### src/rtl/add_pkg.sv
// Shared constants, flag bundle and parameter check for the pipelined adder.
package add_pkg;

    localparam int unsigned ADD_GROUP_WIDTH = 4;

    typedef struct packed {
        logic cry;
        logic ovf;
        logic zero;
    } add_flags_t;

    // True when the stage width is a whole number of lookahead groups and
    // the data width is a whole number of stages.
    function automatic bit add_params_ok(input int unsigned data_w, input int unsigned stage_w);
        return (stage_w != 0) && (data_w != 0) &&
               ((stage_w % ADD_GROUP_WIDTH) == 0) && ((data_w % stage_w) == 0);
    endfunction

endpackage

### src/rtl/add_04bit_ahead.sv
// 4-bit carry-lookahead adder cell; all carries computed from generate/propagate.
module add_04bit_ahead (
    input  logic [3:0] a_i,
    input  logic [3:0] b_i,
    input  logic       c_i,
    output logic [3:0] s_o,
    output logic       c_o
);

    logic [3:0] g;
    logic [3:0] p;
    logic [4:0] c;

    // Flat lookahead equations for all four internal carries.
    always_comb begin
        g    = a_i & b_i;
        p    = a_i ^ b_i;
        c[0] = c_i;
        c[1] = g[0] | (p[0] & c[0]);
        c[2] = g[1] | (p[1] & g[0]) | (p[1] & p[0] & c[0]);
        c[3] = g[2] | (p[2] & g[1]) | (p[2] & p[1] & g[0]) | (p[2] & p[1] & p[0] & c[0]);
        c[4] = g[3] | (p[3] & g[2]) | (p[3] & p[2] & g[1]) | (p[3] & p[2] & p[1] & g[0]) |
               (p[3] & p[2] & p[1] & p[0] & c[0]);
        s_o  = p ^ c[3:0];
        c_o  = c[4];
    end

endmodule

### src/rtl/add_pipe_stage.sv
// One pipeline slice: a ripple of 4-bit lookahead groups. Purely combinational;
// the enclosing pipeline owns every register.
module add_pipe_stage
    import add_pkg::*;
#(
    parameter int unsigned STAGE_WIDTH = 8
) (
    input  logic [STAGE_WIDTH-1:0] a_i,
    input  logic [STAGE_WIDTH-1:0] b_i,
    input  logic                   c_i,
    output logic [STAGE_WIDTH-1:0] sum_o,
    output logic                   c_o
);

    localparam int unsigned NUM_GROUPS = STAGE_WIDTH / ADD_GROUP_WIDTH;

    logic [NUM_GROUPS:0] gc;

    assign gc[0] = c_i;

    for (genvar g = 0; g < NUM_GROUPS; g++) begin : g_grp
        add_04bit_ahead u_cla (
            .a_i (a_i[g*ADD_GROUP_WIDTH +: ADD_GROUP_WIDTH]),
            .b_i (b_i[g*ADD_GROUP_WIDTH +: ADD_GROUP_WIDTH]),
            .c_i (gc[g]),
            .s_o (sum_o[g*ADD_GROUP_WIDTH +: ADD_GROUP_WIDTH]),
            .c_o (gc[g+1])
        );
    end

    assign c_o = gc[NUM_GROUPS];

endmodule

### src/rtl/add_nnbit_ahead_pipe.sv
// Pipelined add/subtract: one STAGE_WIDTH slice per stage, skewed operands,
// deskewed result, global advance enable with valid/ready on both sides.
module add_nnbit_ahead_pipe
    import add_pkg::*;
#(
    parameter int unsigned DATA_WIDTH  = 32,
    parameter int unsigned STAGE_WIDTH = 8
) (
    input  logic                  i_clk,
    input  logic                  i_rst_n,
    input  logic                  i_valid,
    output logic                  o_ready,
    input  logic [DATA_WIDTH-1:0] i_num_a,
    input  logic [DATA_WIDTH-1:0] i_num_b,
    input  logic                  i_cry,
    input  logic                  i_sub,
    output logic                  o_valid,
    input  logic                  i_ready,
    output logic [DATA_WIDTH-1:0] o_res,
    output logic                  o_cry,
    output logic                  o_ovf,
    output logic                  o_zero
);

    localparam int unsigned NUM_STAGES = DATA_WIDTH / STAGE_WIDTH;
    localparam int unsigned MSB        = STAGE_WIDTH - 1;

    if (!add_params_ok(DATA_WIDTH, STAGE_WIDTH)) begin : g_param_err
        $error("add_nnbit_ahead_pipe: DATA_WIDTH must be a multiple of STAGE_WIDTH, STAGE_WIDTH a multiple of 4");
    end

    logic                  en;
    logic                  v_last;
    logic [DATA_WIDTH-1:0] b_eff;
    logic                  cin;

    // Subtraction is a + ~b + 1; the external carry only matters when adding.
    assign b_eff = i_sub ? ~i_num_b : i_num_b;
    assign cin   = i_sub | i_cry;

    // The whole pipe moves when the last stage is empty or being drained.
    assign en      = ~v_last | i_ready;
    assign o_ready = en;

    for (genvar k = 0; k < NUM_STAGES; k++) begin : g_stage
        // Operand bits not yet consumed when entering this stage.
        localparam int unsigned IN_W  = DATA_WIDTH - k * STAGE_WIDTH;
        // Result bits known after this stage.
        localparam int unsigned RES_W = (k + 1) * STAGE_WIDTH;

        logic [IN_W-1:0]        a_in;
        logic [IN_W-1:0]        b_in;
        logic                   c_in;
        logic                   v_in;
        logic [STAGE_WIDTH-1:0] sum;
        logic                   cout;
        logic [RES_W-1:0]       res_d;
        logic [RES_W-1:0]       res_q;
        logic                   v_q;

        if (k == 0) begin : g_first
            assign a_in  = i_num_a;
            assign b_in  = b_eff;
            assign c_in  = cin;
            assign v_in  = i_valid;
            assign res_d = sum;
        end else begin : g_next
            assign a_in  = g_stage[k-1].g_hold.a_q;
            assign b_in  = g_stage[k-1].g_hold.b_q;
            assign c_in  = g_stage[k-1].g_hold.cry_q;
            assign v_in  = g_stage[k-1].v_q;
            assign res_d = {sum, g_stage[k-1].res_q};
        end

        add_pipe_stage #(
            .STAGE_WIDTH (STAGE_WIDTH)
        ) u_stage (
            .a_i   (a_in[STAGE_WIDTH-1:0]),
            .b_i   (b_in[STAGE_WIDTH-1:0]),
            .c_i   (c_in),
            .sum_o (sum),
            .c_o   (cout)
        );

        // Valid bit and accumulated result slices advance on the global enable.
        always_ff @(posedge i_clk or negedge i_rst_n) begin
            if (!i_rst_n) begin
                v_q   <= 1'b0;
                res_q <= '0;
            end else if (en) begin
                v_q   <= v_in;
                res_q <= res_d;
            end
        end

        if (k < NUM_STAGES - 1) begin : g_hold
            localparam int unsigned HI_W = IN_W - STAGE_WIDTH;

            logic [HI_W-1:0] a_q;
            logic [HI_W-1:0] b_q;
            logic            cry_q;

            // Delay the still-unused operand slices and pass the slice carry on.
            always_ff @(posedge i_clk or negedge i_rst_n) begin
                if (!i_rst_n) begin
                    a_q   <= '0;
                    b_q   <= '0;
                    cry_q <= 1'b0;
                end else if (en) begin
                    a_q   <= a_in[IN_W-1:STAGE_WIDTH];
                    b_q   <= b_in[IN_W-1:STAGE_WIDTH];
                    cry_q <= cout;
                end
            end
        end else begin : g_last
            add_flags_t flags_d;
            add_flags_t flags_q;

            // Overflow: carry into the MSB (recovered from a^b'^sum) differs from carry out.
            always_comb begin
                flags_d      = '0;
                flags_d.cry  = cout;
                flags_d.ovf  = (a_in[MSB] ^ b_in[MSB] ^ sum[MSB]) ^ cout;
                flags_d.zero = ~|res_d;
            end

            // Output flags register alongside the final result slice.
            always_ff @(posedge i_clk or negedge i_rst_n) begin
                if (!i_rst_n) begin
                    flags_q <= '0;
                end else if (en) begin
                    flags_q <= flags_d;
                end
            end
        end
    end

    assign v_last  = g_stage[NUM_STAGES-1].v_q;
    assign o_valid = v_last;
    assign o_res   = g_stage[NUM_STAGES-1].res_q;
    assign o_cry   = g_stage[NUM_STAGES-1].g_last.flags_q.cry;
    assign o_ovf   = g_stage[NUM_STAGES-1].g_last.flags_q.ovf;
    assign o_zero  = g_stage[NUM_STAGES-1].g_last.flags_q.zero;

endmodule

### config.mk
export PLATFORM = sky130hd
export DESIGN_NAME = add_nnbit_ahead_pipe
export DESIGN_NICKNAME = d
export VERILOG_FILES = /design/src/rtl/add_pkg.sv /design/src/rtl/add_04bit_ahead.sv /design/src/rtl/add_pipe_stage.sv /design/src/rtl/add_nnbit_ahead_pipe.sv
export SDC_FILE = /design/constraint.sdc
export NUM_CORES = 1
export LEC_CHECK = 0
export BUFFER_PORTS_ARGS = -buffer_cell sky130_fd_sc_hd__buf_2
export CAP_MARGIN = 20
export CORE_MARGIN = 8
export CORE_UTILIZATION = 45
export CTS_BUF_LIST = sky130_fd_sc_hd__clkbuf_8
export CTS_CLUSTER_DIAMETER = 60
export DETAILED_ROUTE_END_ITERATION = 10
export PLACE_DENSITY_LB_ADDON = 0.1
export SLEW_MARGIN = 0
export SYNTH_ARGS = -nofsm -noshare
export SYNTH_HDL_FRONTEND = slang
export SYNTH_HIERARCHICAL = 1
export SYNTH_SLANG_ARGS = --single-unit
### constraint.sdc
create_clock -name i_clk -period 2.41 [get_ports i_clk]
set_clock_uncertainty 0.2 [all_clocks]
set_input_delay 0.1205 -clock i_clk [delete_from_list [all_inputs] [get_ports i_clk]]
set_output_delay 0.1205 -clock i_clk [all_outputs]
set_load 0.05 [all_outputs]
==> flow_metrics.env <==
export IMPL_cts_buffer_depth=2
export IMPL_outcome="finished with violations"
export IMPL_grt_pass1_vias=6159
export IMPL_period_needed_ps=2662
export IMPL_netlist_area_um2=8529
export IMPL_multi_input_area_um2=3503
export IMPL_tritoncts="built"
export IMPL_rsz0062_at_grt="yes"
export IMPL_combPwrFrac_pct=44.5
export IMPL_p_sw_share_pct=41.35
export IMPL_clock_sinks=186
export IMPL_area_growth_pct=23.88
export IMPL_power_leakage_nw=5.679
export IMPL_drt_pass1_iter_count=4
export IMPL_finalHoldViolations=0
export IMPL_vias=6244
export IMPL_htree_levels=4
export IMPL_grt_max_degree=82
export IMPL_fp_dieW_um=153.7
export IMPL_path_delay_family="compound AO/OA/AOI/OAI gates"
export IMPL_fin_hold_ws_ps=33.93
export IMPL_finalCritPeriodShare_pct=110.5
export IMPL_slew_violations=0
export IMPL_synth_warnings=6
export IMPL_crit_path_max_incr_delay_ps=390
export IMPL_ios=107
export IMPL_clk_pin_slew_ps=90
export IMPL_critical_path_buf_inv_count=0
export IMPL_setup_viol=2
export IMPL_initial_core_util_pct=45.75
export IMPL_netlist_area_leader_share_pct=54.57
export IMPL_core_um2=18640
export IMPL_fin_setup_tns_ps=-400.5
export IMPL_worst_slew_pin_slew_ps=591.0
export IMPL_cp_start_kind="register"
export IMPL_postRouteAntennaNets=0
export IMPL_slew_headroom_pct=60.60
export IMPL_clk_latency_ps=450
export IMPL_hp_class="in -> async"
export IMPL_drt_iter0_drc=347
export IMPL_clock_root_buffer="clkbuf_8"
export IMPL_cp_slowest_cell="dfrtp_1"
export IMPL_worst_setup_path_end_kind="register"
export IMPL_fin_ws_ps=-252.0
export IMPL_dpl_hpwl_um=11660
export IMPL_fp_dieH_um=153.7
export IMPL_grt_pass1_wl_um=30250
export IMPL_syn_nets=1036
export IMPL_wl_per_cell_um=12.97
export IMPL_p_int_w=0.008069
export IMPL_num_rows=50
export IMPL_seqPwrFrac_pct=38.7
export IMPL_ys_seq_area_share_pct=54.57
export IMPL_drive_gt1_share_pct=15.75
export IMPL_register_area_um2=4654
export IMPL_final_nets=1221
export IMPL_power_per_cell_area_nw_per_um2=1302
export IMPL_cts_buffers=17
export IMPL_synth_cell_types=28
export IMPL_fin_total_pwr_w=0.01376
export IMPL_pre_cts_ws_ps=-247.4
export IMPL_synth_top_area_cell="dfrtp_1"
export IMPL_crit_chain="ha_1, a211oi_2, o21bai_1, a21o_1, fa_2, xor2_1, nor4_2, nand4_1, o31ai_1"
export IMPL_final_util_pct=56.68
export IMPL_synth_area_top_cells="dfrtp_1, nand2_1, ha_1"
export IMPL_antenna_found_initial=0
export IMPL_ir_worst_vdd_mv=0.4689
export IMPL_clock_power_share_pct=16.8
export IMPL_fillers=1737
export IMPL_io_buffer_count=106
export IMPL_worst_ep_arrival_time_ps=2820
export IMPL_syn_avg_cell_area_um2=9.211
export IMPL_path_class="reg -> reg"
export IMPL_critPathMaxFanout=2
export IMPL_ff2ff_setup_slack_ps=-250
export IMPL_die_area_um2=23620
export IMPL_violations="setup timing"
export IMPL_power_switching_w=0.005690
export IMPL_vias_per_cell=4.598
export IMPL_totalWireLength_um=17610
export IMPL_synthCells=926
export IMPL_max_freq_ghz=0.3757
export IMPL_grt_usage_pct=15.57
export IMPL_maxCapViolations=0
export IMPL_diodes=0
export IMPL_required_ps=2560
export IMPL_gp_congestion=0.7471
export IMPL_synth_seq_cells=186
export IMPL_drc=0
export IMPL_grt_ovfl_total=0
-- metal layers --
layer  part of all wire (%)  GRT usage [%]  vias up
met5                      0              0        -
met4                    1.1          4.433        0
met3                    4.8          4.456       11
met2                     45          23.78      106
met1                     49          21.26     2881
li1                       -              -     3246
-- layout by cell type, fill, tap and decap left out, drive strengths merged, types with 4 or more instances in the layout --
master / n
o21ai: 26
a21o: 22
a21oi: 7
bufinv: 4
buf: 137
a31o: 7
inv: 14
nor4: 8
nand2: 503
clkinv: 7
ha: 32
xnor2: 37
clkbuf: 20
dfrtp: 186
xor2: 22
fa: 8
dlygate4sd3: 73
-- power groups by stage --
| stage | Clock [W] | Combinational (W) | Sequential (W) |
|---|---|---|---|
| 2_1_floorplan | 0 | 0.00363 | 0.00619 |
| 3_3_place_gp | 0 | 0.00588 | 0.00537 |
| 3_5_place_dp | 0 | 0.00598 | 0.00540 |
| 4_1_cts | 0.00239 | 0.00617 | 0.00534 |
| 5_1_grt | 0.00251 | 0.00693 | 0.00552 |
| 6_report | 0.00231 | 0.00612 | 0.00533 |
-- metrics by stage --
step / instance area (um^2) / instances
after global placement: 9346 / 1250
after detailed placement: 9346 / 1250
after floorplan: 8543 / 926
after CTS: 10530 / 1355
after global routing: 10570 / 1358
final: 10570 / 1358
-- Yosys cell counts (all sizes together) --
cell type / instances
a211oi: 1
a21o: 22
a21oi: 7
o21bai: 1
nand2b: 1
o31ai: 1
o21ai: 26
dfrtp: 186
nand4: 2
or2: 1
fa: 8
nor2b: 1
nor4: 8
inv: 13
a31o: 7
nand2: 503
xnor2: 37
clkbuf: 4
xor2: 22
nor2: 2
ha: 32
buf: 41
-- layout make-up --
type,instances,area share (%)
clock buffer,19,2.475
clock inverter,13,1.824
inverter,13,0.4855
multi-input combinational,682,33.16
sequential,186,44.05
tap,234,2.771
timing repair buffer,211,15.24
-- final timing paths --
path	startpoint	end	cells after the start
max	g_stage[2].g_hold.b_q[0]	o_zero	9
min	i_rst_n	g_stage[0].g_hold.b_q[6]	2
max reg2reg	g_stage[2].g_hold.b_q[0]	o_zero	9
min reg2reg	o_res[4]	o_res[4]	2
max in group asynchronous	i_rst_n	o_res[0]	3
min in group i_clk	i_num_b[4]	g_stage[0].res_q[4]	7
-- kinds of logic after synthesis --
family | synth area share, %
adders and majority gates | 6.572
and+or+nand+nor | 23.27
AOI/OAI and AO/OA | 4.914
xor gates and xnor gates | 6.058
buffers and inverters | 4.621
DFF | 54.57
-- sequential cells by signal (all words and copies together), names as in the netlist --
register and cells:
o_ovf 1, o_res 32, g_stage.g_hold.b_q 48, g_stage.res_q 48, g_stage.g_hold.cry_q 3, g_stage.v_q 3
g_stage.g_hold.a_q 48, o_cry 1, o_zero 1, o_valid 1
-- repair_timing --
| action | 4_1_cts | 5_1_grt |
|---|---|---|
| gates resized for setup | 0 | 2 |
| hold endpoints to repair | 279 | 0 |
| setup buffers | 0 | 3 |
| hold buffers | 73 | 0 |
| pin swaps | 0 | 5 |
| endpoints found under the setup margin | 2 | 6 |
No activity file was read; power rests on OpenSTA's default activity.
